[src/rtl/retire_trace_buffer_pkg.sv]
// retire_trace_buffer_pkg: shared core types plus the retire-trace record format.
package retire_trace_buffer_pkg;

    localparam int XLEN         = 32;
    localparam int TRACE_DROP_W = 16;

    typedef enum logic [3:0] {
        OP_ADDI, OP_ADD, OP_LW, OP_SW, OP_SH, OP_SB, OP_BEQ, OP_JAL
    } operation_e;

    typedef enum logic [2:0] {
        TR_NONE, TR_REG, TR_LOAD, TR_ST_W, TR_ST_H, TR_ST_B, TR_DROP
    } trace_kind_e;

    typedef struct packed {
        logic [31:0]     seq;
        trace_kind_e     kind;
        logic [XLEN-1:0] pc;
        logic [XLEN-1:0] instr;
        logic [4:0]      rd;
        logic [XLEN-1:0] data;
        logic [XLEN-1:0] addr;
    } trace_rec_t;

endpackage

[src/rtl/retire_trace_buffer_fifo.sv]
// trace_fifo: generic synchronous FIFO; pointers carry one extra wrap bit so full and empty differ.
module trace_fifo #(
    parameter type T     = logic,
    parameter int  DEPTH = 16
) (
    input  logic                     clk,
    input  logic                     rstn,
    input  logic                     push_i,
    input  T                         wdata_i,
    input  logic                     pop_i,
    output T                         rdata_o,
    output logic                     full_o,
    output logic                     empty_o,
    output logic [$clog2(DEPTH):0]   level_o
);

    localparam int AW = $clog2(DEPTH);

    T           mem_q [DEPTH];
    logic [AW:0] wptr_q, wptr_d, rptr_q, rptr_d;
    logic        do_push, do_pop;

    always_comb begin
        full_o  = (wptr_q[AW] != rptr_q[AW]) && (wptr_q[AW-1:0] == rptr_q[AW-1:0]);
        empty_o = wptr_q == rptr_q;
        level_o = wptr_q - rptr_q;
        do_push = push_i && (!full_o || pop_i);
        do_pop  = pop_i && !empty_o;
        wptr_d  = do_push ? wptr_q + 1'b1 : wptr_q;
        rptr_d  = do_pop ? rptr_q + 1'b1 : rptr_q;
        // An empty FIFO presents an all-zero record rather than stale storage
        rdata_o = empty_o ? '0 : mem_q[rptr_q[AW-1:0]];
    end

    always_ff @(posedge clk or negedge rstn) begin
        if (!rstn) begin
            wptr_q <= '0;
            rptr_q <= '0;
        end else begin
            wptr_q <= wptr_d;
            rptr_q <= rptr_d;
        end
    end

    always_ff @(posedge clk) begin
        if (do_push) mem_q[wptr_q[AW-1:0]] <= wdata_i;
    end

endmodule

[src/rtl/retire_trace_buffer.sv]
// retire_trace_buffer: classifies retired instructions into trace records and buffers them for a log sink.
module retire_trace_buffer
    import retire_trace_buffer_pkg::*;
#(
    parameter int XLEN          = retire_trace_buffer_pkg::XLEN,
    parameter int DEPTH         = 16,
    parameter int STALL_ON_FULL = 0,
    parameter int SKIP_PC0      = 1
) (
    input  logic                     clk,
    input  logic                     rstn,
    input  logic                     enable_i,
    input  logic                     clear_i,
    input  logic                     commit_i,
    input  logic [XLEN-1:0]          pc_i,
    input  logic [XLEN-1:0]          instr_i,
    input  logic [4:0]               rd_i,
    input  logic [XLEN-1:0]          rd_data_i,
    input  logic                     rf_we_i,
    input  logic                     mem_re_i,
    input  logic                     mem_we_i,
    input  logic [XLEN-1:0]          mem_raddr_i,
    input  logic [XLEN-1:0]          mem_waddr_i,
    input  logic [XLEN-1:0]          mem_wdata_i,
    input  operation_e               op_i,
    output logic                     stall_o,
    output logic                     trace_valid_o,
    input  logic                     trace_ready_i,
    output trace_rec_t               trace_rec_o,
    output logic                     overflow_o,
    output logic [TRACE_DROP_W-1:0]  drop_cnt_o,
    output logic [$clog2(DEPTH):0]   level_o
);

    trace_kind_e              kind;
    logic [4:0]               rd;
    logic [XLEN-1:0]          data, addr;
    logic                     qual, pop, accept, drop, full, empty;
    logic [31:0]              seq_q, seq_d;
    logic                     overflow_d;
    logic [TRACE_DROP_W-1:0]  drop_cnt_d;
    trace_rec_t               rec;

    always_comb begin
        kind = TR_NONE;
        rd   = '0;
        data = '0;
        addr = '0;
        if (mem_we_i) begin
            addr = mem_waddr_i;
            kind = op_i == OP_SW ? TR_ST_W : op_i == OP_SH ? TR_ST_H : op_i == OP_SB ? TR_ST_B : TR_DROP;
            data = op_i == OP_SW ? mem_wdata_i :
                   op_i == OP_SH ? {{(XLEN-16){1'b0}}, mem_wdata_i[15:0]} :
                                   {{(XLEN-8){1'b0}}, mem_wdata_i[7:0]};
        end else if (mem_re_i) begin
            kind = rd_i != 5'd0 ? TR_LOAD : TR_DROP;
            rd   = rd_i;
            data = rd_data_i;
            addr = mem_raddr_i;
        end else if (rd_i != 5'd0 && rf_we_i) begin
            kind = TR_REG;
            rd   = rd_i;
            data = rd_data_i;
        end
    end

    always_comb begin
        qual    = commit_i && enable_i && !(SKIP_PC0 != 0 && pc_i == '0) && kind != TR_DROP;
        pop     = trace_valid_o && trace_ready_i;
        // Stall mode has no pop lookahead: the core is already holding while full
        accept  = qual && (STALL_ON_FULL != 0 ? !full : (!full || pop));
        drop    = qual && !accept && STALL_ON_FULL == 0;
        stall_o = STALL_ON_FULL != 0 && full;
        seq_d   = (accept || drop) ? seq_q + 32'd1 : seq_q;
        overflow_d = clear_i ? 1'b0 : (overflow_o || drop);
        drop_cnt_d = clear_i ? '0 : (drop && drop_cnt_o != '1) ? drop_cnt_o + 1'b1 : drop_cnt_o;
        trace_valid_o = !empty;
        rec = '{seq: seq_q, kind: kind, pc: pc_i, instr: instr_i, rd: rd, data: data, addr: addr};
    end

    always_ff @(posedge clk or negedge rstn) begin
        if (!rstn) begin
            seq_q      <= '0;
            overflow_o <= 1'b0;
            drop_cnt_o <= '0;
        end else begin
            seq_q      <= seq_d;
            overflow_o <= overflow_d;
            drop_cnt_o <= drop_cnt_d;
        end
    end

    trace_fifo #(.T(trace_rec_t), .DEPTH(DEPTH)) u_fifo (
        .clk     (clk),
        .rstn    (rstn),
        .push_i  (accept),
        .wdata_i (rec),
        .pop_i   (pop),
        .rdata_o (trace_rec_o),
        .full_o  (full),
        .empty_o (empty),
        .level_o (level_o)
    );

endmodule
[config.mk]
export PLATFORM = sky130hd
export DESIGN_NAME = retire_trace_buffer
export DESIGN_NICKNAME = d
export VERILOG_FILES = /design/src/rtl/retire_trace_buffer_pkg.sv /design/src/rtl/retire_trace_buffer_fifo.sv /design/src/rtl/retire_trace_buffer.sv
export SDC_FILE = /design/constraint.sdc
export NUM_CORES = 2
export LEC_CHECK = 0
export BUFFER_PORTS_ARGS = -buffer_cell sky130_fd_sc_hd__buf_2
export CAP_MARGIN = 15
export CORE_ASPECT_RATIO = 0.75
export CORE_MARGIN = 3
export CORE_UTILIZATION = 48
export DETAILED_ROUTE_END_ITERATION = 7
export SYNTH_ARGS = -nofsm -noshare
export SYNTH_HDL_FRONTEND = slang
export SYNTH_SLANG_ARGS = --single-unit
[constraint.sdc]
create_clock -name clk -period 31.9 [get_ports clk]
set_input_delay 6.38 -clock clk [delete_from_list [all_inputs] [get_ports clk]]
set_output_delay 6.38 -clock clk [all_outputs]
set_load 0.02 [all_outputs]
==> results.json <==
{
  "htree_levels": 5,
  "dp.cells": 7552,
  "die_w_um": 548,
  "clockBufferDepth": 4,
  "wl_mm": 255,
  "cp.required_ns": 25.52,
  "cts.sinks": 2747,
  "synth_cells": 4373,
  "vias_per_cell": 6.09,
  "antenna_found_initial": 19,
  "synth.area.top_cells": "edfxtp_1 (76%), mux4_2 (18%), dfrtp_1 (1.4%)",
  "dp_hpwl_mm": 128,
  "comb_power_share_pct": 30.0,
  "finalSetupViolations": 0,
  "fin_setup_tns_ns": 0,
  "ys_types": 51,
  "final_cells": 8045,
  "grt_pass1_vias": 50100,
  "layout.nets": 5126,
  "drv_cap": 0,
  "n_fill_cell": 16200,
  "drc_errors": 0,
  "ctsHoldBuffers": 0,
  "grt_max_degree": 153,
  "internal_power_mw": 7.36,
  "seq_area_frac_synth_pct": 77.6,
  "postRouteAntennaNets": 0,
  "clkSlewWorstSetupHoldPaths_ns": 0.06,
  "power_frac_seq_pct": 40.0,
  "drv_slew": 0,
  "worst_ep_arrival_time_ns": 6.74,
  "finalHoldViolations": 0,
  "hold_path.class": "reg -> reg",
  "status": "completed",
  "regArea_um2": 82200,
  "power.switching_mw": 3.16,
  "tritoncts": "done",
  "p_leak_nw": 38.6,
  "path_max_fanout": 93,
  "fin_util_pct": 55.1,
  "skew_ns": 0.0348,
  "rsz0062_at_grt": "false",
  "swShare_pct": 30.0,
  "multi_input_area_um2": 22700,
  "area_delta_synth_final_pct": 13.6,
  "layout-drive-gt1-share_pct": 34.4,
  "die_area_um2": 226000,
  "final_cell_mix": "edfxtp_1 (2,688), mux4_2 (840), buf_2 (399)",
  "grt_pass1_wl_mm": 368,
  "drt_iter0_markers": 5357,
  "cts_setup_buffers": 0,
  "synth_ff_type": "edfxtp_1",
  "worstSetupStartpointType": "flop",
  "gp_congestion": 0.735,
  "grt_usage_pct": 22.6,
  "ys_warn_count": 0,
  "async_reset_ff_share_pct": 2.15,
  "p_total_mw": 10.5,
  "cts_buffers": 275,
  "powerDensity_nw_per_um2": 87.5,
  "synth-edff-count": 2688,
  "rows": 148,
  "ys_ff_latch": 2747,
  "core_area_um2": 218000,
  "clock_latency_ns": 0.84,
  "clkPwrFrac_pct": 30.1,
  "synth_area_um2": 106000,
  "drt_pass1_iterations": 5,
  "max_freq_mhz": 76.2,
  "avgSynthCellArea_um2": 24.2,
  "vdd_ir_drop_max_mv": 0.0894,
  "cts-root-buf": "clkbuf_16",
  "yosysTopAreaCell": "edfxtp_1",
  "crit_path_end_kind": "primary output",
  "worst_pin_slew_ns": 1.17,
  "min_period_ns": 13.12,
  "final.period_utilization_pct": 41.1,
  "syn-num-nets": 4595,
  "via_count": 49000,
  "io_buffers": 400,
  "worst-setup-path-type": "reg -> out",
  "wl_per_cell_um": 31.7,
  "relSlewSlack_pct": 21.9,
  "fp.dieH_um": 413,
  "synth_top_area_share_pct": 76.2,
  "cts_resized": 0,
  "start_util_pct": 48.5,
  "ios": 402,
  "layout_commonest_cell": "edfxtp_1",
  "grt_overflow_total": 0
}
-- metrics by stage --
step | area [um2] | setup slack (ns) | hold WS, ns
floorplan | 106000 | 6.15 | 0.462
global placement | 111000 | 19.44 | 0.474
detailed placement | 111000 | 19.36 | 0.483
CTS | 120000 | 18.44 | 0.495
global route | 120000 | 18.06 | 0.516
finish | 120000 | 18.78 | 0.495
-- routing by layer --
metal	part of all wire, %	vias to the layer above	track usage, %
met3	6.9	346	4.27
met1	44	27000	34.5
met2	47	1729	34.2
li1	-	19900	-
met4	2.0	16	5.02
met5	0.038	-	0
-- critical path: stages, from the launching register on --
cell and delay [ns]:
dfrtp_4 0.97, buf_12 0.61, buf_4 0.79, buf_4 0.87, buf_4 0.85, mux4_2 0.62, mux4_2 0.53, and2_1 0.19
buf_2 0.16
-- synth_stat cells, drive strengths merged (2+ instances only) --
library cell / instances
edfxtp: 2688
mux4: 840
and2: 176
clkbuf: 132
buf: 107
a22o: 64
dfrtp: 59
nand2: 31
nand4: 27
nand3: 25
nor2: 25
nor4: 25
nor3: 24
xor2: 23
xnor2: 20
inv: 15
a21oi: 12
ha: 11
mux2: 8
nor2b: 8
or4: 8
o31ai: 7
and3: 6
nor4b: 4
o21ai: 4
a21o: 3
and4: 3
and4b: 2
nand2b: 2
-- cell families (layout without fill, tap and decap cells) --
family	after synthesis	count (layout)	share of synthesized area [%]
flip-flops	2747	2747	77.6
multiplexers	849	849	18.0
AND/OR/NAND/NOR	371	371	2.07
buffers and inverters	254	995	1.10
AO/OA/AOI/OAI	96	96	0.733
XOR/XNOR	43	43	0.356
adder cells (fa/ha/maj)	12	12	0.149
other	1	7	0.00354
-- final timing paths --
path / start / to / slack, ns / cells after the start
setup / recovery: u_fifo.rptr_q[0] / trace_rec_o[89] / 18.78 / 8
hold / removal: u_fifo.wptr_q[4] / u_fifo.wptr_q[4] / 0.49 / 1
setup reg to reg: u_fifo.rptr_q[2] / u_fifo.mem_q[6][82] / 26.10 / 9
max in group asynchronous: rstn / u_fifo.rptr_q[0] / 25.62 / 1
min in group asynchronous: rstn / u_fifo.wptr_q[4] / 5.64 / 1
hold reg to reg: u_fifo.wptr_q[4] / u_fifo.wptr_q[4] / 0.49 / 1
-- layout make-up --
cell class                      instances  share of cell area [%]
Inverter                               15                  0.0531
Multi-Input combinational cell       1372                    18.8
Sequential cell                      2747                    68.4
Clock buffer                          352                    6.18
Clock inverter                        135                    1.08
Timing Repair Buffer                  493                    2.41
Tap cell                             2925                    3.04
Antenna cell                            6                  0.0125
-- power groups by stage --
stage	sequential [mW]	combinational [mW]	clock, mW
final	4.20	3.15	3.16
after global routing	4.21	3.35	3.38
after CTS	4.20	3.23	3.23
after detailed placement	4.28	3.22	0
after global placement	4.28	3.22	0
after floorplan	4.25	2.23	0
-- flip-flops by register name, summed over array words and instances, names as in the netlist --
| signal | cells |
|---|---|
| u_fifo.mem_q | 2688 |
| u_fifo.wptr_q | 5 |
| overflow_o | 1 |
| drop_cnt_o | 16 |
| seq_q | 32 |
| u_fifo.rptr_q | 5 |
(Power assumes the default switching activity.)
